`src/rtl/regfile_operand_latch.sv`:
```
// Register file with per-register busy bits and two operand latches (A, B).
// A load stalls while its source has an outstanding claim. Loads of A and B are all-or-nothing.
module regfile_operand_latch #(
   parameter int WIDTH   = 16,
   parameter int DEPTH   = 8,
   parameter int ZERO_R0 = 0,
   localparam int AW     = $clog2(DEPTH)
) (
   input  logic             clk,
   input  logic             rst_n,
   input  logic             write,
   input  logic [AW-1:0]    writenum,
   input  logic [WIDTH-1:0] data_in,
   input  logic             claim,
   input  logic [AW-1:0]    claimnum,
   input  logic [AW-1:0]    readnum_a,
   input  logic [AW-1:0]    readnum_b,
   input  logic             loada,
   input  logic             loadb,
   output logic [WIDTH-1:0] A,
   output logic [WIDTH-1:0] B,
   output logic             stall
);

   logic [WIDTH-1:0] regs_q [DEPTH];
   logic [WIDTH-1:0] regs_d [DEPTH];
   logic [DEPTH-1:0] busy_q, busy_d;
   logic [WIDTH-1:0] a_q, a_d, b_q, b_d;
   logic             wr_en_s, clm_en_s;
   logic             byp_a_s, byp_b_s, rdy_a_s, rdy_b_s, stall_s;
   logic [WIDTH-1:0] rd_a_s, rd_b_s;

   function automatic logic is_zero_reg(input logic [AW-1:0] idx);
      return (ZERO_R0 != 0) && (idx == {AW{1'b0}});
   endfunction

   // Operand read values, readiness and the shared stall decision
   always_comb begin
      wr_en_s  = write && !is_zero_reg(writenum);
      clm_en_s = claim && !is_zero_reg(claimnum);
      byp_a_s  = wr_en_s && (writenum == readnum_a);
      byp_b_s  = wr_en_s && (writenum == readnum_b);
      if (is_zero_reg(readnum_a)) begin
         rd_a_s = {WIDTH{1'b0}};
      end else if (byp_a_s) begin
         rd_a_s = data_in;
      end else begin
         rd_a_s = regs_q[readnum_a];
      end
      if (is_zero_reg(readnum_b)) begin
         rd_b_s = {WIDTH{1'b0}};
      end else if (byp_b_s) begin
         rd_b_s = data_in;
      end else begin
         rd_b_s = regs_q[readnum_b];
      end
      rdy_a_s = byp_a_s || !busy_q[readnum_a];
      rdy_b_s = byp_b_s || !busy_q[readnum_b];
      // rst_n gating keeps stall low while the block is held in reset
      stall_s = rst_n && ((loada && !rdy_a_s) || (loadb && !rdy_b_s));
   end

   // Next state: write clears busy, a same-cycle claim of that index re-sets it
   always_comb begin
      regs_d = regs_q;
      busy_d = busy_q;
      a_d    = a_q;
      b_d    = b_q;
      if (wr_en_s) begin
         regs_d[writenum] = data_in;
         busy_d[writenum] = 1'b0;
      end else begin
         busy_d = busy_d;
      end
      if (clm_en_s) begin
         busy_d[claimnum] = 1'b1;
      end else begin
         busy_d = busy_d;
      end
      if (!stall_s) begin
         if (loada) begin
            a_d = rd_a_s;
         end else begin
            a_d = a_q;
         end
         if (loadb) begin
            b_d = rd_b_s;
         end else begin
            b_d = b_q;
         end
      end else begin
         a_d = a_q;
         b_d = b_q;
      end
   end

   // State registers
   always_ff @(posedge clk or negedge rst_n) begin
      if (!rst_n) begin
         for (int i = 0; i < DEPTH; i++) begin
            regs_q[i] <= {WIDTH{1'b0}};
         end
         busy_q <= {DEPTH{1'b0}};
         a_q    <= {WIDTH{1'b0}};
         b_q    <= {WIDTH{1'b0}};
      end else begin
         regs_q <= regs_d;
         busy_q <= busy_d;
         a_q    <= a_d;
         b_q    <= b_d;
      end
   end

   assign A     = a_q;
   assign B     = b_q;
   assign stall = stall_s;

endmodule

```
`config.mk`:
```
export PLATFORM = sky130hd
export DESIGN_NAME = regfile_operand_latch
export DESIGN_NICKNAME = d
export VERILOG_FILES = /design/src/rtl/regfile_operand_latch.sv
export SDC_FILE = /design/constraint.sdc
export NUM_CORES = 1
export LEC_CHECK = 0
export CAP_MARGIN = 25
export CORE_ASPECT_RATIO = 1.75
export CORE_MARGIN = 3
export CORE_UTILIZATION = 37
export DETAILED_ROUTE_END_ITERATION = 8
export PLACE_DENSITY_LB_ADDON = 0.15
export SYNTH_ARGS = -nofsm -noshare
export SYNTH_HDL_FRONTEND = slang
export SYNTH_SLANG_ARGS = --single-unit
```
`constraint.sdc`:
```
create_clock -name clk -period 5.5 [get_ports clk]
set_clock_uncertainty 0.1 [all_clocks]
set_input_delay 1.1 -clock clk [delete_from_list [all_inputs] [get_ports clk]]
set_output_delay 1.1 -clock clk [all_outputs]
set_load 0.02 [all_outputs]
```
== Yosys cells after proc, flatten, opt, wreduce, memory -nomap -nowiden ==
Index checks and enable logic that the tools add are counted.

* Reductions and logical operators: 17
* Bitwise operators: 7
* Mux-type cells: 21
* Eq/ne operators: 2
* Magnitude comparators: 10

{| class="wikitable"
|+ Operator list
! operator !! number
|-
| 128-bit bitwise mux || 1
|-
| 16-bit two-way mux || 7
|-
| 16-bit binary-select mux with 3-bit select || 2
|-
| 16-bit demux with 3-bit select || 1
|-
| 3-bit by 4-bit < comparator with 1-bit output, second input constant || 4
|-
| 8-bit two-way mux || 2
|-
| 4-bit greater-or-equal comparator, second input constant || 3
|-
| 3-bit inverter with 4-bit output || 3
|-
| 8-bit bitwise AND || 1
|-
| 1-bit logical AND || 8
|-
| 8-bit inverter || 1
|-
| 8-bit bitwise OR || 1
|-
| 1-bit binary-select mux with 3-bit select || 2
|-
| 1-bit demux with 3-bit select || 2
|-
| 3-bit equality test || 2
|-
| 3-bit by 1-bit greater-or-equal comparator with 1-bit output, second input constant || 2
|-
| 1-bit zero test || 4
|-
| 4-bit by 1-bit < comparator with 1-bit output, second input constant || 1
|-
| 1-bit two-way mux || 4
|-
| 2-bit AND reduction || 2
|-
| 1-bit logical OR || 3
|-
| 1-bit inverter || 1
|}

* Output and inout bits: 33
* Bits of input ports: 34
* Register bits after elaboration: 168

== Depth between registers and ports, before layout ==
* Depth in word-level cells: 10
* Mapped depth: 7

== Worst setup path before layout ==
OpenSTA, ideal clock, no wires.

* Kind: in2out
* From: in readnum_b[0]
* To: out stall
* Arrival: 2.504 ns
* Data required time: 4.300 ns
* Setup slack: 1.796 ns
* Path buffers: 2
* Stages: 6
* Path through: buf_4 > xnor2_1 > nand4_1 > clkbuf_1 > nand4_1 > a21boi_0

* Cells in the longest elaborated chain, start to end: 8
* Elaborated cells on any way between the ends: 10
* Classes of those cells: 1 x eq/ne; 2 x mux; 7 x reduce/logical

{| class="wikitable"
|+ Ends and longest elaborated chain
! item !! line !! source
|-
| from (decl) || 17 || <nowiki>input logic [AW-1:0] readnum_b,</nowiki>
|-
| 1-bit binary-select mux with 3-bit select || 58 || <nowiki>rdy_b_s = byp_b_s || !busy_q[readnum_b];</nowiki>
|-
| 1-bit two-way mux (not written as such) || 58 ||
|-
| 1-bit zero test || 58 ||
|-
| 1-bit logical OR * || 58 ||
|-
| 1-bit zero test * || 60 || <nowiki>stall_s = rst_n && ((loada && !rdy_a_s) || (loadb && !rdy_b_s));</nowiki>
|-
| 1-bit logical AND * || 60 ||
|-
| 1-bit logical OR * || 60 ||
|-
| 1-bit logical AND * || 60 ||
|-
| to (decl) || 22 || <nowiki>output logic stall</nowiki>
|}

Every way passes the cells marked *; elsewhere a longest branch is shown, timed or not. The select of a mux whose other input is x is not followed.

== Final worst setup path ==
* From: in readnum_b[2]
* To: out stall

Same word-level chain as after synthesis.

==> flow_summary.json <==
{
  "status": "complete, no violations",
  "crit_path_max_incr_delay_ns": 0.64,
  "fp.dieH_microns": 211,
  "synth_edf_count": 0,
  "core_area_sq_um": 23400,
  "cts.sinks": 168,
  "drive_gt1_share_pct": 40.4,
  "end_kind": "output pin",
  "fmax_mhz": 226,
  "fillCellCount": 2127,
  "cp.required_ns": 4.30,
  "area_growth_syn_to_layout_pct": 17.2,
  "slew-limit-headroom_pct": 40.8,
  "cp.arrival_ns": 3.22,
  "grt_pass1_wl_microns": 35700,
  "drtIter0Drc": 300,
  "period_needed_ns": 4.42,
  "cpMaxStageDelayCell": "clkdlybuf4s50_1",
  "yosysSeqAreaShare_pct": 47.5,
  "grt-ovfl-total": 0,
  "hp-class": "flip-flop to flip-flop",
  "netlist_instances": 612,
  "r2r_cells": 6,
  "grt_pass1_vias": 5980,
  "portBuffers": 66,
  "insertion_delay_ns": 0.44,
  "nNetsFinal": 695,
  "tightest_slew_ns": 0.883,
  "grt-busiest-layer": "met2",
  "worstPathMaxFanout": 7,
  "syn-num-nets": 646,
  "clock_path_buffers": 2,
  "cts_tree": "built",
  "slew_violations": 0,
  "synth_cell_types": 30,
  "period_share_pct": 80.3,
  "use_met2_pct": 33.7,
  "postCtsSetupRepairBufs": 0,
  "post_dp_cell_area_sq_um": 9760,
  "crit_path_start_kind": "input pin",
  "power_density_nw_per_um2": 412,
  "grt_use_met3_pct": 3.35,
  "clk_pin_slew_ns": 0.06,
  "die_area_sq_um": 25900,
  "crit_top_cell": "clkdlybuf4s50_1",
  "final_cell_area_sq_um": 10400,
  "htreeDepth": 4,
  "rsz0062_at_grt": "false",
  "fin_tns_setup_ns": 0,
  "avgViaCountPerCell": 5.59,
  "die_x_microns": 123,
  "async_flop_share_pct": 100,
  "crit_type": "input pin to output pin",
  "wirelength_microns": 23200,
  "rows": 74,
  "most-common-layout-cells": "dfrtp_1 (168), mux2_2 (140), mux4_2 (64), clkdlybuf4s50_1 (61), mux2i_1 (38)",
  "start_util_pct": 37.8,
  "grt_max_degree": 68,
  "hold-worst-slack_ns": 0.389,
  "ir_drop_uv": 280,
  "globalplace.congestion": 0.762,
  "finalSetupViolations": 0,
  "dr.pass1.iters": 4,
  "dp_hpwl_microns": 14500,
  "drt.antenna.violating_nets": 0,
  "cts_root_buf": "clkbuf_16",
  "yosysWarnings": 0,
  "maxCapViolations": 0,
  "multi_input_area_sq_um": 4360,
  "syn_area_sq_um": 8850,
  "drcViolationCount": 0,
  "post_drt_wl_per_cell_microns": 23.7,
  "layout_commonest_cell": "dfrtp_1",
  "num_antenna_cells": 0,
  "grtUsageMet1_pct": 22.4,
  "p_leak_uw": 0.00426,
  "antenna_found_initial": 0,
  "crit_chain": "clkdlybuf4s50_1 -> buf_4 -> nor2_1 -> a22oi_2 -> nand4_1 -> a21boi_0 -> clkdlybuf4s50_1",
  "cts_buffers": 17,
  "synth-seq-cells": 168,
  "area.sequential_sq_um": 4200,
  "post_cts_resize_count": 0,
  "ys.flop_type": "dfrtp_1",
  "vias": 5464,
  "min_path_cells": 1,
  "finalHoldViolCount": 0,
  "syn_area_per_cell_sq_um": 14.5,
  "ios": 67,
  "grt_usage_pct": 18.9,
  "ctsHoldBuffers": 0
}
critical path, delay by kind of cell:
kind	cells	cell delay [ns]
buf+inv	3	1.54
compound gates	2	0.39
simple gates	2	0.19
area by class of cell:
cell class / count / area share (%)
Clock buffer: 20 / 4.30
Clock inverter: 12 / 1.68
Inverter: 6 / 0.217
Multi-Input combinational cell: 382 / 42.0
Sequential cell: 168 / 40.5
Tap cell: 304 / 3.67
Timing Repair Buffer: 86 / 7.63
cells by family after synthesis:
kind of cell / share of synthesized area, %
xor gates and xnor gates: 0.594
muxes: 41.2
buffers and inverters: 3.29
and+or+nand+nor: 3.83
DFF: 47.5
AOI/OAI and AO/OA: 3.56
worst paths after layout:
kind | start | endpoint | slack [ns]
setup / recovery | readnum_b[2] | stall | 1.08
hold / removal | B[9]$_DFFE_PN0P_ | B[9]$_DFFE_PN0P_ | 0.39
setup reg to reg | busy_q[7]$_DFF_PN0_ | B[11]$_DFFE_PN0P_ | 3.10
hold reg to reg | B[9]$_DFFE_PN0P_ | B[9]$_DFFE_PN0P_ | 0.39
max in group asynchronous | rst_n | regs_q[19]$_DFFE_PN0P_ | 2.76
min in group asynchronous | rst_n | regs_q[73]$_DFFE_PN0P_ | 0.48
routing by layer:
metal	vias to the layer above	wire length, microns
li1	2387	-
met1	2941	9150
met2	97	12800
met3	39	641
met4	0	585
met5	-	0
cells in the mapped netlist, types with 3 or more instances:
| cell | instances | area share [%] |
|---|---|---|
| nand2b_1 | 4 | 0.28 |
| mux2_2 | 140 | 18 |
| buf_6 | 3 | 0.38 |
| dfrtp_1 | 168 | 47 |
| buf_1 | 18 | 0.76 |
| nand2_1 | 9 | 0.38 |
| nor2_1 | 34 | 1.4 |
| o21ai_0 | 4 | 0.23 |
| inv_1 | 6 | 0.25 |
| buf_2 | 14 | 0.79 |
| mux4_2 | 64 | 16 |
| mux2i_1 | 38 | 4.3 |
| clkbuf_1 | 16 | 0.68 |
| xnor2_1 | 6 | 0.59 |
| nand4_1 | 5 | 0.35 |
| nand4b_1 | 3 | 0.30 |
| nor2b_1 | 4 | 0.28 |
| buf_4 | 5 | 0.42 |
| a21oi_1 | 32 | 1.8 |
| mux2_1 | 21 | 2.7 |
registers in the layout, indices dropped and copies added (netlist names):
name	flops
regs_q	128
A	16
busy_q	8
B	16
per-stage QoR:
stage	std cells	util (%)	worst slack [ns]	total power, uW
after floorplan	612	-	1.80	2560
after global placement	946	41.6	1.05	3010
after detailed placement	946	41.6	1.06	3050
after CTS	978	44.3	1.06	4330
after global routing	978	44.3	1.02	4490
final	978	44.3	1.08	4280
power by group:
group | total, uW | switching [uW] | leakage (uW) | internal (uW)
Sequential | 1780 | 210 | 0.00201 | 1570
Combinational | 1230 | 519 | 0.00195 | 709
Clock | 1270 | 498 | 0.000292 | 770
Total | 4280 | 1230 | 0.00426 | 3050
Power figures use the tool's default switching activity.
